`config.mk`:
```
export PLATFORM = sky130hd
export DESIGN_NAME = ttl_parity_accumulator
export DESIGN_NICKNAME = d
export VERILOG_FILES = /design/src/rtl/ttl_parity_accumulator_pkg.sv /design/src/rtl/ttl_parity_accumulator_7486.sv /design/src/rtl/ttl_parity_accumulator.sv
export SDC_FILE = /design/constraint.sdc
export NUM_CORES = 1
export LEC_CHECK = 0
export BUFFER_PORTS_ARGS = -buffer_cell sky130_fd_sc_hd__buf_2
export CELL_PAD_IN_SITES_DETAIL_PLACEMENT = 0
export CELL_PAD_IN_SITES_GLOBAL_PLACEMENT = 2
export CORE_UTILIZATION = 34
export CTS_BUF_LIST = sky130_fd_sc_hd__clkbuf_2 sky130_fd_sc_hd__clkbuf_4 sky130_fd_sc_hd__clkbuf_8
export DETAILED_ROUTE_END_ITERATION = 16
export PLACE_DENSITY_LB_ADDON = 0.1
export SLEW_MARGIN = 10
export SYNTH_ARGS = -nofsm -noshare
export SYNTH_HDL_FRONTEND = slang
export SYNTH_SLANG_ARGS = --single-unit
```
`constraint.sdc`:
```
create_clock -name Clk -period 3.8 [get_ports Clk]
set_clock_uncertainty 0.05 [all_clocks]
set_input_delay 0.57 -clock Clk [delete_from_list [all_inputs] [get_ports Clk]]
set_output_delay 0.57 -clock Clk [all_outputs]
set_load 0.02 [all_outputs]
```
`src/rtl/ttl_parity_accumulator_pkg.sv`:
```
// Shared definitions for the framed parity accumulator: state encoding and the
// flattened-bus unpack helper macro.
`ifndef TTL_PARITY_ACCUMULATOR_PKG_SV
`define TTL_PARITY_ACCUMULATOR_PKG_SV

// Unpacks PK_SRC (PK_LEN fields of PK_WIDTH bits) into unpacked array UNPK_DEST.
`define ASSIGN_UNPACK_ARRAY(PK_LEN, PK_WIDTH, UNPK_DEST, PK_SRC) \
  for (genvar unpk_idx = 0; unpk_idx < (PK_LEN); unpk_idx++) begin : gen_unpack \
    assign UNPK_DEST[unpk_idx] = PK_SRC[(PK_WIDTH)*unpk_idx +: (PK_WIDTH)]; \
  end

package ttl_parity_accumulator_pkg;

  localparam logic [1:0] IDLE  = 2'd0;
  localparam logic [1:0] ACCUM = 2'd1;
  localparam logic [1:0] DONE  = 2'd2;

  typedef enum logic [1:0] {
    ST_IDLE  = IDLE,
    ST_ACCUM = ACCUM,
    ST_DONE  = DONE
  } state_e;

  function automatic int count_width(input int words);
    return (words > 1) ? $clog2(words) : 1;
  endfunction

endpackage

`endif

```
`src/rtl/ttl_parity_accumulator_7486.sv`:
```
// ttl_7486: per-channel XOR reduction of a flattened multi-channel word.
module ttl_7486 #(
  parameter int BLOCKS     = 4,
  parameter int WIDTH_IN   = 2,
  parameter int DELAY_RISE = 0,
  parameter int DELAY_FALL = 0
) (
  input  logic [BLOCKS*WIDTH_IN-1:0] A_2D,
  output logic [BLOCKS-1:0]          Y
);

  logic [WIDTH_IN-1:0] a [BLOCKS];
  logic [BLOCKS-1:0]   par;

  `ASSIGN_UNPACK_ARRAY(BLOCKS, WIDTH_IN, a, A_2D)

  for (genvar i = 0; i < BLOCKS; i++) begin : gen_lane
    assign par[i] = ^a[i];
  end

  if (DELAY_RISE == 0 && DELAY_FALL == 0) begin : gen_nodly
    assign Y = par;
  end else begin : gen_dly
    assign #(DELAY_RISE, DELAY_FALL) Y = par;
  end

endmodule

```
`src/rtl/ttl_parity_accumulator.sv`:
```
// Framed multi-channel parity accumulator (IDLE -> ACCUM -> DONE).
// Optional Expected/Error checking is built when TTL_PARITY_CHECK_EN is defined.
module ttl_parity_accumulator
  import ttl_parity_accumulator_pkg::*;
#(
  parameter int BLOCKS     = 4,
  parameter int WIDTH_IN   = 2,
  parameter int WORDS      = 4,
  parameter int DELAY_RISE = 0,
  parameter int DELAY_FALL = 0
) (
  input  logic                       Clk,
  input  logic                       Clear,
  input  logic                       Start,
  input  logic                       Enable,
  input  logic                       Odd,
  input  logic [BLOCKS*WIDTH_IN-1:0] A_2D,
`ifdef TTL_PARITY_CHECK_EN
  input  logic [BLOCKS-1:0]          Expected,
  output logic [BLOCKS-1:0]          Error,
`endif
  output logic [BLOCKS-1:0]          Y,
  output logic                       Valid,
  output logic                       Busy
);

  localparam int CW = count_width(WORDS);
  localparam logic [CW-1:0] LAST = CW'(WORDS - 1);

  state_e            state, state_d;
  logic [BLOCKS-1:0] acc, acc_d;
  logic [CW-1:0]     count, count_d;
  logic [BLOCKS-1:0] y_q, y_d;
  logic              valid_q, busy_q;
  logic [BLOCKS-1:0] word_par;

  ttl_7486 #(
    .BLOCKS     (BLOCKS),
    .WIDTH_IN   (WIDTH_IN),
    .DELAY_RISE (0),
    .DELAY_FALL (0)
  ) u_xor (
    .A_2D (A_2D),
    .Y    (word_par)
  );

  always_comb begin
    state_d = state;
    acc_d   = acc;
    count_d = count;
    y_d     = y_q;
    case (state)
      ST_IDLE: if (Start) begin
        state_d = ST_ACCUM;
        acc_d   = '0;
        count_d = '0;
      end
      ST_ACCUM: begin
        if (Start) begin
          acc_d   = '0;
          count_d = '0;
        end else if (Enable) begin
          if (count == LAST) begin
            y_d     = acc ^ word_par ^ {BLOCKS{Odd}};
            acc_d   = '0;
            count_d = '0;
            state_d = ST_DONE;
          end else begin
            acc_d   = acc ^ word_par;
            count_d = count + 1'b1;
          end
        end
      end
      ST_DONE: begin
        acc_d   = '0;
        count_d = '0;
        state_d = Start ? ST_ACCUM : ST_IDLE;
      end
      default: state_d = ST_IDLE;
    endcase
  end

  always_ff @(posedge Clk) begin
    if (Clear) begin
      state   <= ST_IDLE;
      acc     <= '0;
      count   <= '0;
      y_q     <= '0;
      valid_q <= 1'b0;
      busy_q  <= 1'b0;
    end else begin
      state   <= state_d;
      acc     <= acc_d;
      count   <= count_d;
      y_q     <= y_d;
      valid_q <= (state_d == ST_DONE);
      busy_q  <= (state_d == ST_ACCUM);
    end
  end

`ifdef TTL_PARITY_CHECK_EN
  logic [BLOCKS-1:0] err_q;

  // Only a completion moves y_d into the DONE state, so that is the sole update point.
  always_ff @(posedge Clk) begin
    if (Clear)
      err_q <= '0;
    else if (state == ST_ACCUM && state_d == ST_DONE)
      err_q <= y_d ^ Expected;
  end
`endif

  if (DELAY_RISE == 0 && DELAY_FALL == 0) begin : gen_nodly
    assign Y     = y_q;
    assign Valid = valid_q;
    assign Busy  = busy_q;
`ifdef TTL_PARITY_CHECK_EN
    assign Error = err_q;
`endif
  end else begin : gen_dly
    assign #(DELAY_RISE, DELAY_FALL) Y     = y_q;
    assign #(DELAY_RISE, DELAY_FALL) Valid = valid_q;
    assign #(DELAY_RISE, DELAY_FALL) Busy  = busy_q;
`ifdef TTL_PARITY_CHECK_EN
    assign #(DELAY_RISE, DELAY_FALL) Error = err_q;
`endif
  end

endmodule
```
# --- Word-level counts from Yosys, hierarchy flattened ---
# Index checks and enable logic that the tools add are counted.
word_totals:
  register_bits: 14
  in_bits: 13
  out_inout_bits: 6
op_classes:
  n_addsub: 1
  eq_ne: 7
  n_reduce_logical: 8
  n_bitwise: 3
  muxes: 16
ops:
  columns: ["op", "count"]
  rows:
  - ["$mux W2", 8]
  - ["$mux W4", 4]
  - ["$pmux W2 S3", 2]
  - ["$pmux W4 S3", 1]
  - ["$reduce_xor A2 Y1", 4]
  - ["$xor A4 B4 Y4", 2]
  - ["$eq A2 B2 Y1 const B", 3]
  - ["$eq A2 B1 Y1 const B", 2]
  - ["$reduce_and A4 Y1", 1]
  - ["$ne A3 B3 Y1 const B", 1]
  - ["$reduce_and A3 Y1", 1]
  - ["$reduce_bool A3 Y1", 1]
  - ["$add A2 B1 Y2 const B", 1]
  - ["$logic_not A2 Y1", 1]
  - ["$ne A2 B2 Y1 const B", 1]
  - ["$mux W1", 1]
  - ["$not A1 Y1", 1]

# --- Depth between registers and ports, before layout ---
# Gate-level depths: netlist of the first run.
logic_depth:
  depth_word: 6
  ltp_mapped: 5

# --- Hierarchy ---
# From an unflattened synthesis of the first run, not the netlist that was laid out.
unflattened:
  hier_cells: 75
  area_unflattened_um2: 721.9
by_module_without_submodules:
  columns: ["module", "cells_per_inst", "area_per_inst_um2", "seq_area_each_um2", "instances"]
  rows:
  - ["ttl_parity_accumulator", 71, 686.9, 280.3, 1]
  - ["ttl_7486", 4, 35.0, 0.0, 1]

# --- Worst setup path before layout of the first run ---
# Ideal clock, no wire load.
synth_timing:
  path_type: "input -> register"
  from: "input Start"
  to: "register acc[2]"
  stages: 4
  slack_ns: 2.278
  t_arrival_ns: 1.402
  path_cell_list: "and4bb_1 buf_6 or3b_1 a21oi_1"
synth_via:
  elab_chain_len: 2
  elab_cells_between_ends: 5
  cone_classes: "eq/ne: 2; mux: 2; reduce/logical: 1"
synth_lines:
  columns: ["element", "line_no", "source"]
  rows:
  - ["start: declaration", "ttl_parity_accumulator.sv:14", "input logic Start,"]
  - ["$ne A3 B3 Y1 (no source line), or another cell as far along", null, null]
  - ["$reduce_and A3 Y1 (no source line) / $pmux W4 S3 (equally long branches)", null, null]
  - ["end signal: assignment", "ttl_parity_accumulator.sv:86", "acc <= '0;"]
  - ["end signal: assignment", "ttl_parity_accumulator.sv:93", "acc <= acc_d;"]
  - ["end: declaration", "ttl_parity_accumulator.sv:31", "logic [BLOCKS-1:0] acc, acc_d;"]
# Parallel ways exist; a longest one is shown, timed or not.
# A chain may end at the register's enable or synchronous reset.

# --- Final worst setup path of the first run ---
# Same ends and word-level chain as after synthesis.

==> impl_metrics.ini, run 1 <==
[sta]
period_needed_ns = 1.53
rsz0062_at_grt = no
tns_ns = 0
worst_slew_pin_slew_ns = 0.553
hold_viol = 0
holdWs_ns = 0.432
fmax_ghz = 0.654
slew_headroom_pct = 62.9
slew_viol_final = 0
setup_viol = 0
period_share_pct = 40.3

[synth]
ys_seq_area_share_pct = 40.8
syn_area_per_cell_um2 = 10.4
ys_types = 21
yosys.area_share.simple_pct = 18.0
yosys.area.top_type = dfxtp_1
synthesis.nets = 80
synth_edf_count = 0
synth_top_family_by_area = XOR/XNOR gates
synth_top_area_share_pct = 40.8
yosysMostFrequentCell = dfxtp_1
synth-compound-area-share_pct = 17.3
postSynthCellCount = 66
async_flop_share_pct = 0
synthXorXnorAreaFrac_pct = 18.8
synth_top_flop_cell = dfxtp_1
ys_ff_latch = 14
synthMuxAreaShare_pct = 0
synthesis.yosys.warnings = 0
synth-adder-area-share_pct = 1.82
synth_common_cells = 14 x dfxtp_1, 10 x a21oi_1, 5 x a211oi_1, 5 x o21ai_0, 4 x nand2_1
ys_top_cells_by_area = dfxtp_1 41%, xor3_1 10%, a21oi_1 7.3%, a211oi_1 5.5%, xnor2_1 3.8%
synth_area_um2 = 687

[hold_path]
hold_depth = 2
min_from = acc[3]$_SDFFE_PP0P_
hp-class = flip-flop to flip-flop
min_to = acc[3]$_SDFFE_PP0P_

[pwr]
power.leakage_uw = 0.000348
powerDensity_nw_per_um2 = 356
peakVddDrop_v = 0.000237

[die]
rows = 15
ios = 19
die-width_um = 46.9
start_util_pct = 38.1
die_y_um = 46.9
design.die.area_um2 = 2200
core-area_um2 = 1800

[place]
place.gp.congestion = 0.700
port_buffers = 18
dpl.hpwl_um = 895

[clock_tree]
cts.clk_slew.worst_paths_ns = 0.08
post-cts-setup-buffers = 0
cts_max_level = 1
clock_path_buffers = 2
cts-resized-gates = 0
cts-buffers-inserted = 3
cts.sinks = 14
hold_buffers = 0
cts-root-buf = clkbuf_4
clk_latency_ns = 0.27
cts_tree = yes

[global_route]
grt_pass1_wl_mm = 2.19
grt_max_degree = 15
antenna_found_initial = 0
grt_use_total_pct = 14.5
first_global_vias = 491
grt_overflow = 0

[run]
maxCapViolCount = 0

[route]
route.detailed.drc = 0
wl_met3_um = 87
ant_nets = 0
post_drt_wl_per_cell_um = 11.9
routed_wl_mm = 1.29
first_iter_violations = 7
wl_met1_um = 676
wl_met2_um = 522
firstDrtPassIters = 4
detailroute.via_count = 532
dr.max_layer_used = met4
viasPerCell = 4.88

[critical_path]
crit_slowest_cell = and4bb_1
ff2ff_setup_slack_ns = 2.35
cp-start-kind = primary input
critPathMaxStageDelay_ns = 0.48
crit_family = simple AND/OR/NAND/NOR gates
r2r_cells = 3
worstReg2RegEnd = acc[2]$_SDFFE_PP0P_
arrival_ns = 1.69
end_kind = flip-flop
crit_required_ns = 3.96
crit_buf_inv = 1
path_cells = buf_2 -> and4bb_1 -> or3b_1 -> a21oi_1
setup.worst_path.class = primary input to flip-flop
cp_max_fo = 10
timing.rr.start = state[0]$_SDFF_PP0_

[run_status]
status = completed

[finish]
nets = 99
diodes = 0
drive_gt1_share_pct = 26.2
area_delta_synth_final_pct = 19.7
## metrics by stage
step | area [um2] | utilization (%) | setup WS, ns | cells | power [uW]
floorplan | 687 | - | 2.28 | 66 | 179
global placement | 786 | 43.6 | 2.01 | 105 | 192
detailed placement | 786 | 43.6 | 1.99 | 105 | 192
CTS | 822 | 45.6 | 2.29 | 109 | 298
global route | 822 | 45.6 | 2.21 | 109 | 309
finish | 822 | 45.6 | 2.27 | 109 | 293
## how the worst max path moves through the flow
stage          depth (start not counted)    from                  end
2_1_floorplan                          4   Start  acc[2]$_SDFFE_PP0P_
3_3_place_gp                           4   Start  acc[2]$_SDFFE_PP0P_
3_5_place_dp                           4   Start  acc[2]$_SDFFE_PP0P_
4_1_cts                                4   Start  acc[2]$_SDFFE_PP0P_
5_1_grt                                4  Enable  acc[0]$_SDFFE_PP0P_
6_report                               4   Start  acc[2]$_SDFFE_PP0P_
## power by group
group / switching (uW) / internal [uW]
logic: 17.8 / 19.9
registers: 1.63 / 149
clock network: 45.7 / 58.3
total: 65.2 / 228
## per-layer routing
metal,vias to the layer above,GRT usage (%)
li1,279,-
met1,232,20.8
met2,19,19.4
met3,2,6.92
met4,0,3.43
met5,-,0
## final cells by class
cell class / instances / area, um2
multi-input cells: 48 / 384
fillers: 188 / 980
clock buffers: 4 / 36.3
well taps: 25 / 31.3
flip-flops and latches: 14 / 280
repair buffers: 18 / 90.1
## cell families after synthesis
kind of cell | count (synthesis)
compound gates | 21
simple gates | 18
flops | 14
xor+xnor | 8
buf+inv | 4
fa+ha+maj | 1
## layout by cell type, fill, tap and decap left out
| cell | synthesis | final |
|---|---|---|
| and4bb_1 | 1 | 1 |
| dfxtp_1 | 14 | 14 |
| buf_2 | 0 | 18 |
| or4bb_1 | 1 | 1 |
| clkbuf_8 | 0 | 1 |
| nand3b_1 | 3 | 3 |
| ha_1 | 1 | 1 |
| and2_1 | 2 | 2 |
| or3b_1 | 2 | 2 |
| xnor2_1 | 3 | 3 |
| xor3_1 | 3 | 3 |
| nor2b_1 | 2 | 2 |
| a31oi_1 | 1 | 1 |
| nand2_1 | 4 | 4 |
| a21oi_1 | 10 | 10 |
| or4b_1 | 1 | 1 |
| nor3_1 | 2 | 2 |
| xor2_1 | 1 | 1 |
| xnor3_1 | 1 | 1 |
| a211oi_1 | 5 | 5 |
| o21ai_0 | 5 | 5 |
| clkbuf_4 | 0 | 3 |
## worst reg2reg max path, delay by kind of cell (launching register included)
family	cells	cell delay (ns)
compound gates	1	0.14
flops	1	0.39
simple gates	2	0.81
## state kept, by name, indices dropped and copies added (netlist names)
name	cells
count	2
Busy	1
Y	4
Valid	1
acc	4
state	2
Power figures use the tool's default switching activity.
==> inputs of run 2 (changes only) <==
--- a/config.mk
+++ b/config.mk
@@ -5,10 +5,11 @@
 export SDC_FILE = /design/constraint.sdc
 export NUM_CORES = 1
 export LEC_CHECK = 0
+export ABC_AREA = 1
 export BUFFER_PORTS_ARGS = -buffer_cell sky130_fd_sc_hd__buf_2
 export CELL_PAD_IN_SITES_DETAIL_PLACEMENT = 0
 export CELL_PAD_IN_SITES_GLOBAL_PLACEMENT = 2
-export CORE_UTILIZATION = 34
+export CORE_UTILIZATION = 29
 export CTS_BUF_LIST = sky130_fd_sc_hd__clkbuf_2 sky130_fd_sc_hd__clkbuf_4 sky130_fd_sc_hd__clkbuf_8
 export DETAILED_ROUTE_END_ITERATION = 16
 export PLACE_DENSITY_LB_ADDON = 0.1
==> constraint.sdc (replaced) <==
create_clock -name Clk -period 1.5 [get_ports Clk]
set_clock_uncertainty 0.05 [all_clocks]
set_input_delay 0.225 -clock Clk [delete_from_list [all_inputs] [get_ports Clk]]
set_output_delay 0.225 -clock Clk [all_outputs]
set_load 0.02 [all_outputs]
==> run 2 against run 1 <==
Effect of this change:
- area after synthesis rose by 21%
- global-route usage decreased by 1.2 points
- worst hold slack worse by 0.20 ns
- final cell count up 65%
- first-iteration DRC count increased to 5.0 times the previous value
- critical path type is now flip-flop to flip-flop
==> impl_metrics.ini, run 2 <==
[sta]
setup_slack_ns = 0.168
worst_slew_pin_slew_ns = 0.309
slew_viol_final = 0
slew_headroom_pct = 79.4
rsz0062_at_grt = no
period_needed_ns = 1.33
period_share_pct = 88.8
hold_viol = 0
setup_viol = 0
tns_ns = 0
fmax_ghz = 0.751

[die]
ios = 19
rows = 19
design.die.area_um2 = 3080
core-area_um2 = 2730
die-width_um = 55.5
die_y_um = 55.5
start_util_pct = 30.4

[global_route]
antenna_found_initial = 0
first_global_vias = 749
grt_use_total_pct = 13.3
grt_max_degree = 15
grt_overflow = 0
grt_pass1_wl_mm = 3.31

[clock_tree]
cts.clk_slew.worst_paths_ns = 0.09
cts.sinks = 14
post-cts-setup-buffers = 0
cts_max_level = 1
clock_path_buffers = 2
cts-buffers-inserted = 3
cts-resized-gates = 0
cts_tree = yes
hold_buffers = 0
clk_latency_ns = 0.29
cts-root-buf = clkbuf_4

[finish]
nets = 164
diodes = 0
final_common_cell = nand2_1
final_cell_mix = 38 x nand2_1, 27 x inv_1, 18 x buf_2
seq_area_um2 = 280
area_delta_synth_final_pct = 19.9
multi_input_area_um2 = 429
n_fill_cell = 308
drive_gt1_share_pct = 24.8
utilization_pct = 36.4

[route]
post_drt_wl_per_cell_um = 9.64
ant_nets = 0
detailroute.via_count = 779
route.detailed.drc = 0
routed_wl_mm = 1.74
viasPerCell = 4.33
firstDrtPassIters = 4
first_iter_violations = 35

[hold_path]
hp-class = primary input to flip-flop
hold_depth = 3

[synth]
syn_area_per_cell_um2 = 6.54
ys_top_cells_by_area = dfxtp_1 34%, nand2_1 17%, inv_1 12%, nand3_1 10%, a21oi_2 4.2%
synth_common_cells = 38 x nand2_1, 27 x inv_1, 17 x nand3_1, 14 x dfxtp_1
yosys.area.top_type = dfxtp_1
synthesis.yosys.warnings = 0
synth_top_flop_cell = dfxtp_1
ys_types = 19
synth_top_area_share_pct = 33.7
synthesis.nets = 141
synth_edf_count = 0
ys_seq_area_share_pct = 33.7
synth_area_um2 = 831
async_flop_share_pct = 0
ys_ff_latch = 14
yosysMostFrequentCell = nand2_1
postSynthCellCount = 127

[critical_path]
setup.worst_path.class = flip-flop to flip-flop
crit_required_ns = 1.68
cp_max_fo = 5
end_kind = flip-flop
arrival_ns = 1.51
r2r_cells = 6
cp-start-kind = flip-flop

[pwr]
powerDensity_nw_per_um2 = 792
power.leakage_uw = 0.000507
peakVddDrop_v = 0.000350

[run]
maxCapViolCount = 0

[place]
port_buffers = 18
pre_cts_ws_ns = 0.174
place.gp.congestion = 0.737
dpl.hpwl_mm = 1.38

[run_status]
status = completed
run 2: cells by family (layout without fill, tap and decap cells):
logic type	after synthesis	after routing	share of synthesized area, %
buffers and inverters	31	53	14.6
AND/OR/NAND/NOR	68	68	39.5
adder cells (fa/ha/maj)	1	1	1.51
AO/OA/AOI/OAI	13	13	10.7
flip-flops	14	14	33.7
run 2: worst paths after layout:
check                              from                  end  slack, ns
setup reg to reg  count[0]$_SDFFE_PP0P_  acc[3]$_SDFFE_PP0P_       0.17
hold reg to reg     acc[0]$_SDFFE_PP0P_  acc[0]$_SDFFE_PP0P_       0.45
hold / removal                    Start  state[0]$_SDFF_PP0_       0.23
setup / recovery  count[0]$_SDFFE_PP0P_  acc[3]$_SDFFE_PP0P_       0.17
run 2: metal layers:
metal | wire, um | GRT usage [%] | vias to the layer above
li1 | - | - | 435
met1 | 889 | 19.0 | 326
met2 | 744 | 19.4 | 15
met3 | 77 | 2.58 | 3
met4 | 26 | 5.36 | 0
met5 | 0 | 0 | -
run 2: through the flow:
stage,hold WS [ns],instances,instance area [um2],total power [uW]
CTS,0.218,180,996,806
finish,0.229,180,996,789
global route,0.241,180,996,843
floorplan,0.320,127,831,471
global placement,0.435,176,960,514
detailed placement,0.435,176,960,515
run 2: power by group:
part	internal [uW]	switching, uW
combinational	44.5	74.7
sequential	379	5.57
clock	148	137
run 2: cell type report:
type                            count  share of cell area, %
Tap cell                           31                   3.89
Inverter                           30                   11.4
Sequential cell                    14                   28.1
Clock buffer                        4                   3.64
Timing Repair Buffer               19                   9.80
Multi-Input combinational cell     82                   43.1
run 2: critical path, stage by stage (launching register included):
cell and delay, ns:
dfxtp_1 0.34, ha_1 0.26, inv_1 0.08, nand4_1 0.15
nor2_4 0.20, nand2_1 0.08, a21oi_2 0.12
